<file path="config.mk">
export PLATFORM = sky130hd
export DESIGN_NAME = multicycle_ctrl
export DESIGN_NICKNAME = d
export VERILOG_FILES = /design/src/rtl/multicycle_ctrl_pkg.sv /design/src/rtl/mc_decoder.sv /design/src/rtl/multicycle_ctrl.sv
export SDC_FILE = /design/constraint.sdc
export NUM_CORES = 1
export LEC_CHECK = 0
export CORE_UTILIZATION = 27
export DETAILED_ROUTE_END_ITERATION = 16
export PLACE_DENSITY = 0.81
export SLEW_MARGIN = 20
export SYNTH_ARGS = -nofsm -noshare
export SYNTH_HDL_FRONTEND = slang
export SYNTH_SLANG_ARGS = --single-unit
</file>
<file path="constraint.sdc">
create_clock -name clk -period 2.02 [get_ports clk]
set_input_delay 0.404 -clock clk [delete_from_list [all_inputs] [get_ports clk]]
set_output_delay 0.404 -clock clk [all_outputs]
set_load 0.01 [all_outputs]
</file>
<file path="src/rtl/multicycle_ctrl_pkg.sv">
// Shared RV32I encodings plus the multi-cycle controller state and writeback enums.
// Used by mc_decoder and multicycle_ctrl (optional MC_PERF_COUNTERS_EN lives in the top).
package multicycle_ctrl_pkg;

    typedef enum logic [6:0] {
        OP_LOAD   = 7'b0000011,
        OP_STORE  = 7'b0100011,
        OP_BRANCH = 7'b1100011,
        OP_JALR   = 7'b1100111,
        OP_JAL    = 7'b1101111,
        OP_I_TYPE = 7'b0010011,
        OP_R_TYPE = 7'b0110011,
        OP_LUI    = 7'b0110111,
        OP_AUIPC  = 7'b0010111
    } opcode_t;

    typedef enum logic [3:0] {
        ALU_ADD  = 4'b0000,
        ALU_SUB  = 4'b0001,
        ALU_SLL  = 4'b0010,
        ALU_SLT  = 4'b0100,
        ALU_SLTU = 4'b0110,
        ALU_XOR  = 4'b1000,
        ALU_SRL  = 4'b1010,
        ALU_SRA  = 4'b1011,
        ALU_OR   = 4'b1100,
        ALU_AND  = 4'b1110,
        ALU_PASS = 4'b1111
    } alu_op_t;

    // Branch codes match funct3; the two holes carry the unconditional cases.
    typedef enum logic [2:0] {
        BR_EQ  = 3'b000,
        BR_NE  = 3'b001,
        BR_PC  = 3'b010,
        BR_ALU = 3'b011,
        BR_LT  = 3'b100,
        BR_GE  = 3'b101,
        BR_LTU = 3'b110,
        BR_GEU = 3'b111
    } br_type_t;

    typedef enum logic [2:0] {
        LS_B  = 3'b000,
        LS_H  = 3'b001,
        LS_W  = 3'b010,
        LS_BU = 3'b100,
        LS_HU = 3'b101
    } load_store_t;

    typedef enum logic [2:0] {
        FETCH   = 3'd0,
        DECODE  = 3'd1,
        EXECUTE = 3'd2,
        MEM     = 3'd3,
        WB      = 3'd4,
        TRAP    = 3'd5
    } mc_state_t;

    typedef enum logic [1:0] {
        WB_ALU = 2'd0,
        WB_MEM = 2'd1,
        WB_PC4 = 2'd2
    } wb_sel_t;

    typedef struct packed {
        logic [3:0] alu_op;
        logic       a_sel;
        logic       b_sel;
        br_type_t   br_type;
        wb_sel_t    wb_sel;
        logic       legal;
        logic       is_load;
        logic       is_store;
        logic       is_branch;
    } dec_t;

    function automatic logic load_f3_ok(input logic [2:0] f3);
        return (f3 == LS_B) || (f3 == LS_H) || (f3 == LS_W) ||
               (f3 == LS_BU) || (f3 == LS_HU);
    endfunction

endpackage

</file>
<file path="src/rtl/mc_decoder.sv">
// Combinational instruction decoder: datapath selects, ALU/branch codes
// and the legality flag consumed by the controller FSM.
module mc_decoder
    import multicycle_ctrl_pkg::*;
(
    input  logic [31:0] instr,
    output dec_t        dec
);

    logic [6:0] op;
    logic [2:0] f3;
    logic       f7b;
    logic       unused_bits;

    assign op  = instr[6:0];
    assign f3  = instr[14:12];
    assign f7b = instr[30];
    assign unused_bits = ^{instr[31], instr[29:15], instr[11:7]};

    always_comb begin
        dec         = '0;
        dec.alu_op  = ALU_ADD;
        dec.b_sel   = 1'b1;
        dec.br_type = BR_PC;
        dec.wb_sel  = WB_ALU;
        dec.legal   = 1'b1;
        unique case (1'b1)
            op == OP_R_TYPE: begin
                dec.alu_op = {f3, f7b};
                dec.b_sel  = 1'b0;
            end
            op == OP_I_TYPE: begin
                // bit 30 is immediate data except for SRAI
                dec.alu_op = {f3, f7b & (f3 == 3'b101)};
            end
            op == OP_LUI: begin
                dec.alu_op = ALU_PASS;
            end
            op == OP_AUIPC: begin
                dec.a_sel = 1'b1;
            end
            op == OP_LOAD: begin
                dec.is_load = 1'b1;
                dec.wb_sel  = WB_MEM;
                dec.legal   = load_f3_ok(f3);
            end
            op == OP_STORE: begin
                dec.is_store = 1'b1;
                dec.legal    = (f3 <= 3'b010);
            end
            op == OP_BRANCH: begin
                dec.is_branch = 1'b1;
                dec.a_sel     = 1'b1;
                dec.br_type   = br_type_t'(f3);
                dec.legal     = (f3[2:1] != 2'b01);
            end
            op == OP_JAL: begin
                dec.a_sel   = 1'b1;
                dec.br_type = BR_ALU;
                dec.wb_sel  = WB_PC4;
            end
            op == OP_JALR: begin
                dec.br_type = BR_ALU;
                dec.wb_sel  = WB_PC4;
            end
            default: begin
                dec.legal = 1'b0;
            end
        endcase
    end

endmodule

</file>
<file path="src/rtl/multicycle_ctrl.sv">
// Multi-cycle RV32I controller: FETCH/DECODE/EXECUTE/MEM/WB FSM with a sticky TRAP.
// Define MC_PERF_COUNTERS_EN to build the cycle and retired-instruction counters.
module multicycle_ctrl
    import multicycle_ctrl_pkg::*;
(
    input  logic        clk,
    input  logic        rst_n,
    input  logic [31:0] instr,
    input  logic        mem_ready,
    input  logic        br_taken,
    output logic        mem_req,
    output logic        mem_we,
    output logic        mem_ifetch,
    output logic [2:0]  ls_type,
    output logic        ir_we,
    output logic        pc_we,
    output logic        pc_sel,
    output logic        reg_we,
    output logic [1:0]  wb_sel,
    output logic        a_sel,
    output logic        b_sel,
    output logic [3:0]  alu_op,
    output logic [2:0]  br_type,
    output logic [2:0]  state,
    output logic        illegal,
    output logic [31:0] cycle_cnt,
    output logic [31:0] instret_cnt
);

    mc_state_t st;
    dec_t      dec;

    mc_decoder u_dec (
        .instr (instr),
        .dec   (dec)
    );

    always_ff @(posedge clk or negedge rst_n) begin
        if (!rst_n) begin
            st      <= FETCH;
            illegal <= 1'b0;
        end else begin
            unique case (st)
                FETCH:   if (mem_ready) st <= DECODE;
                DECODE: begin
                    st      <= dec.legal ? EXECUTE : TRAP;
                    illegal <= ~dec.legal;
                end
                EXECUTE: begin
                    if (dec.is_branch)
                        st <= FETCH;
                    else if (dec.is_load || dec.is_store)
                        st <= MEM;
                    else
                        st <= WB;
                end
                MEM: if (mem_ready) st <= dec.is_store ? FETCH : WB;
                WB:      st <= FETCH;
                TRAP:    st <= TRAP;
                default: st <= FETCH;
            endcase
        end
    end

    // Strobes are gated by rst_n so they drop the moment reset asserts.
    assign mem_ifetch = (st == FETCH);
    assign mem_req    = rst_n & ((st == FETCH) | (st == MEM));
    assign mem_we     = rst_n & (st == MEM) & dec.is_store;
    assign ir_we      = rst_n & (st == FETCH) & mem_ready;
    assign reg_we     = rst_n & (st == WB);
    assign pc_we      = rst_n & (((st == EXECUTE) & dec.is_branch) |
                                 ((st == MEM) & dec.is_store & mem_ready) |
                                 (st == WB));
    assign pc_sel     = pc_we & br_taken;

    assign ls_type = instr[14:12];
    assign alu_op  = dec.alu_op;
    assign a_sel   = dec.a_sel;
    assign b_sel   = dec.b_sel;
    assign br_type = dec.br_type;
    assign wb_sel  = dec.wb_sel;
    assign state   = st;

`ifdef MC_PERF_COUNTERS_EN
    always_ff @(posedge clk or negedge rst_n) begin
        if (!rst_n) begin
            cycle_cnt   <= '0;
            instret_cnt <= '0;
        end else begin
            cycle_cnt <= cycle_cnt + 32'd1;
            if (pc_we) instret_cnt <= instret_cnt + 32'd1;
        end
    end
`else
    assign cycle_cnt   = '0;
    assign instret_cnt = '0;
`endif

endmodule

</file>
==> impl_metrics.py <==
metrics = {
    "drt": {
        "post_drt_wl_per_cell_um": 9.879,
        "num_vias": 1073,
        "dr.pass1.iters": 4,
        "totalWireLength_um": 2697,
        "antenna_violating_nets_post_route": 0,
        "avgViaCountPerCell": 3.930,
        "drc": 0,
        "drt-initial-drc-count": 45,
    },
    "floorplan": {
        "die_y_um": 64.47,
        "io_pins": 125,
        "coreArea_um2": 3689,
        "chipWidth_um": 64.47,
        "initial_core_util_pct": 28.56,
        "rows": 22,
        "design.die.area_um2": 4156,
    },
    "synthesis": {
        "ys_dominant_reg_cell": "dfrtp_1",
        "ys_types": 34,
        "async_flop_share_pct": 100.0,
        "post_synth.cell_area_avg_um2": 7.023,
        "synth_sequential_area_ratio_pct": 9.501,
        "synth_warnings": 0,
        "syn_inst": 150,
        "post-synth-top-area-fraction_pct": 47.74,
        "synth_area_leader_cell": "buf_4",
        "synth.top_cells.by_count": "67 x buf_4, 15 x nand2_1, 8 x nor2_1, 7 x a21oi_1",
        "syn-cell-area_um2": 1054,
        "yosys_register_bits": 4,
        "number_of_enable_type_register_cells_in_the_synthesized_netlist": 0,
        "ys_top_cells_by_area": "buf_4 48%, dfrtp_1 9.5%, nand2_1 5.3%",
        "synth.most_common_cell": "buf_4",
    },
    "clock_tree": {
        "cts_root_buffer": "clkbuf_8",
        "cts.path.max_buffers": 2,
        "tritoncts": "yes",
        "cts_buffers": 3,
        "clk_pin_slew_worst_paths_ns": 0.03,
        "clock-sinks": 4,
        "worstSkewPairLatency_ns": 0.22,
        "holdBufCountCts": 0,
        "number_of_levels_in_the_clock_h_tree": 1,
    },
    "worst_setup_path": {
        "crit_path_max_fanout": 3,
        "timing.critical_path.from": "instr[2]",
        "cp-start-kind": "input pin",
        "critical_path_arrival_ns": 1.58,
        "cp_data_required_time_ns": 1.62,
        "critPathKind": "in2out",
        "worst_setup_path_end_kind": "output pin",
        "critical_path.reg2reg.startpoint": "state[0]",
    },
    "grt": {
        "grt_pass1_vias": 901,
        "number_of_antenna_violations_at_the_first_check_in_global_routing": 0,
        "aggregate_global_route_resource_usage_pct": 12.39,
        "grt_overflow": 0,
        "first_pass_grt_wire_length_um": 3974,
        "grt_start_max_net_pins": 9,
    },
    "sta": {
        "finalHoldViolCount": 0,
        "period_minus_slack_ns": 1.985,
        "setup-violations-final": 0,
        "finalSetupTns_ns": 0,
        "achievable-frequency_mhz": 503.9,
        "period_share_pct": 98.25,
        "number_of_max_slew_violations_in_the_final_report": 0,
        "rsz0062_at_grt": "true",
        "worst_clock_skew_ns": 0.0001525,
    },
    "cells_and_area": {
        "postLayoutCellArea_um2": 1529,
        "count_of_inserted_antenna_diode_cells": 0,
        "design.final.nets": 263,
        "syn2layout_area_growth_pct": 45.13,
        "fraction_of_layout_cells_with_a_size_suffix_above_1_pct": 32.44,
    },
    "run_status": {
        "outcome": "finished, final reports clean",
    },
    "power": {
        "static-leakage-power_nw": 0.8675,
        "peakVddDrop_v": 0.0001133,
        "power_density_nw_per_um2": 272.4,
    },
    "placed_design": {
        "numPortBuffers": 39,
        "placed_cell_area_um2": 1446,
        "gp_routability_congestion": 0.8105,
        "detailedPlacementHpwl_um": 2054,
    },
    "min_path": {
        "worstHoldPathType": "in2async",
    },
    "flow_run": {
        "max_cap_viol_count": 0,
    },
}
## metal layers
layer	part of all wire, %	global-route usage [%]	routed length (um)
met5	0	0	0
met4	1.3	6.667	36
met3	8.5	1.761	229
met2	51	21.58	1384
met1	39	14.51	1046
## critical path: stages
cell and delay, ns:
clkdlybuf4s15_2 0.21, or2_4 0.25, nor3_4 0.14, buf_4 0.14, buf_4 0.10, buf_4 0.09
a21oi_1 0.03, o31ai_1 0.05, buf_2 0.17
## cell usage in the layout, fill, tap and decap left out, types with 4 or more instances in the layout
cell type and n:
clkdlybuf4s50_1 14, a21oi_1 7, o21ai_0 4, nand2_1 14, inv_1 4, buf_4 39, nor2_1 5, conb_1 64
dlygate4sd2_1 6, nand2b_1 4, buf_2 11
## path summary, 6_finish.rpt
check                            to  slack (ns)  depth (start not counted)
setup / recovery              a_sel        0.04                          9
hold / removal              illegal        0.29                          2
max in group asynchronous  state[0]        1.61                          2
min in group clk            illegal        0.50                          2
hold reg to reg             illegal        0.50                          2
setup reg to reg           state[2]        0.73                          5
## flip-flops by register name (all words and copies together) (netlist names)
| signal | cells |
|---|---|
| illegal | 1 |
| state | 3 |
## what timing repair did
item	CTS	global route
gates resized for setup	66	15
endpoints found under the setup margin	17	11
pin swaps	6	6
setup buffers	7	3
## power by group
| part | switching [mW] | internal, mW | total (mW) |
|---|---|---|---|
| registers | 0.00000929 | 0.0807 | 0.0807 |
| clock network | 0.0472 | 0.128 | 0.175 |
| logic | 0.100 | 0.0611 | 0.161 |
| total | 0.147 | 0.269 | 0.416 |
## layout make-up
class                   instances  area [um2]
fillers                       406        2160
multi-input cells             136       698.2
repair buffers                 78       613.1
flip-flops and latches          4       101.3
well taps                      48       60.06
clock buffers                   3       41.29
inverters                       4       15.01
## per-stage QoR
stage | total power [mW] | hold WS (ns) | worst slack [ns] | utilization (%) | instances
floorplan | 0.2552 | 0.1084 | 0.2249 | - | 213
global placement | 0.2358 | 0.4952 | -0.6922 | 39.21 | 260
detailed placement | 0.2378 | 0.4876 | -0.7845 | 39.21 | 260
CTS | 0.4150 | 0.3000 | 0.005363 | 40.77 | 270
global route | 0.4466 | 0.3092 | -0.01860 | 41.45 | 273
finish | 0.4165 | 0.2924 | 0.03530 | 41.45 | 273
## cell families after synthesis
kind of cell / synth area share [%]
other: 0.3560
DFF: 9.502
buffers and inverters: 50.00
and+or+nand+nor: 25.77
AOI/OAI and AO/OA: 14.37
No activity file was read; power rests on OpenSTA's default activity.
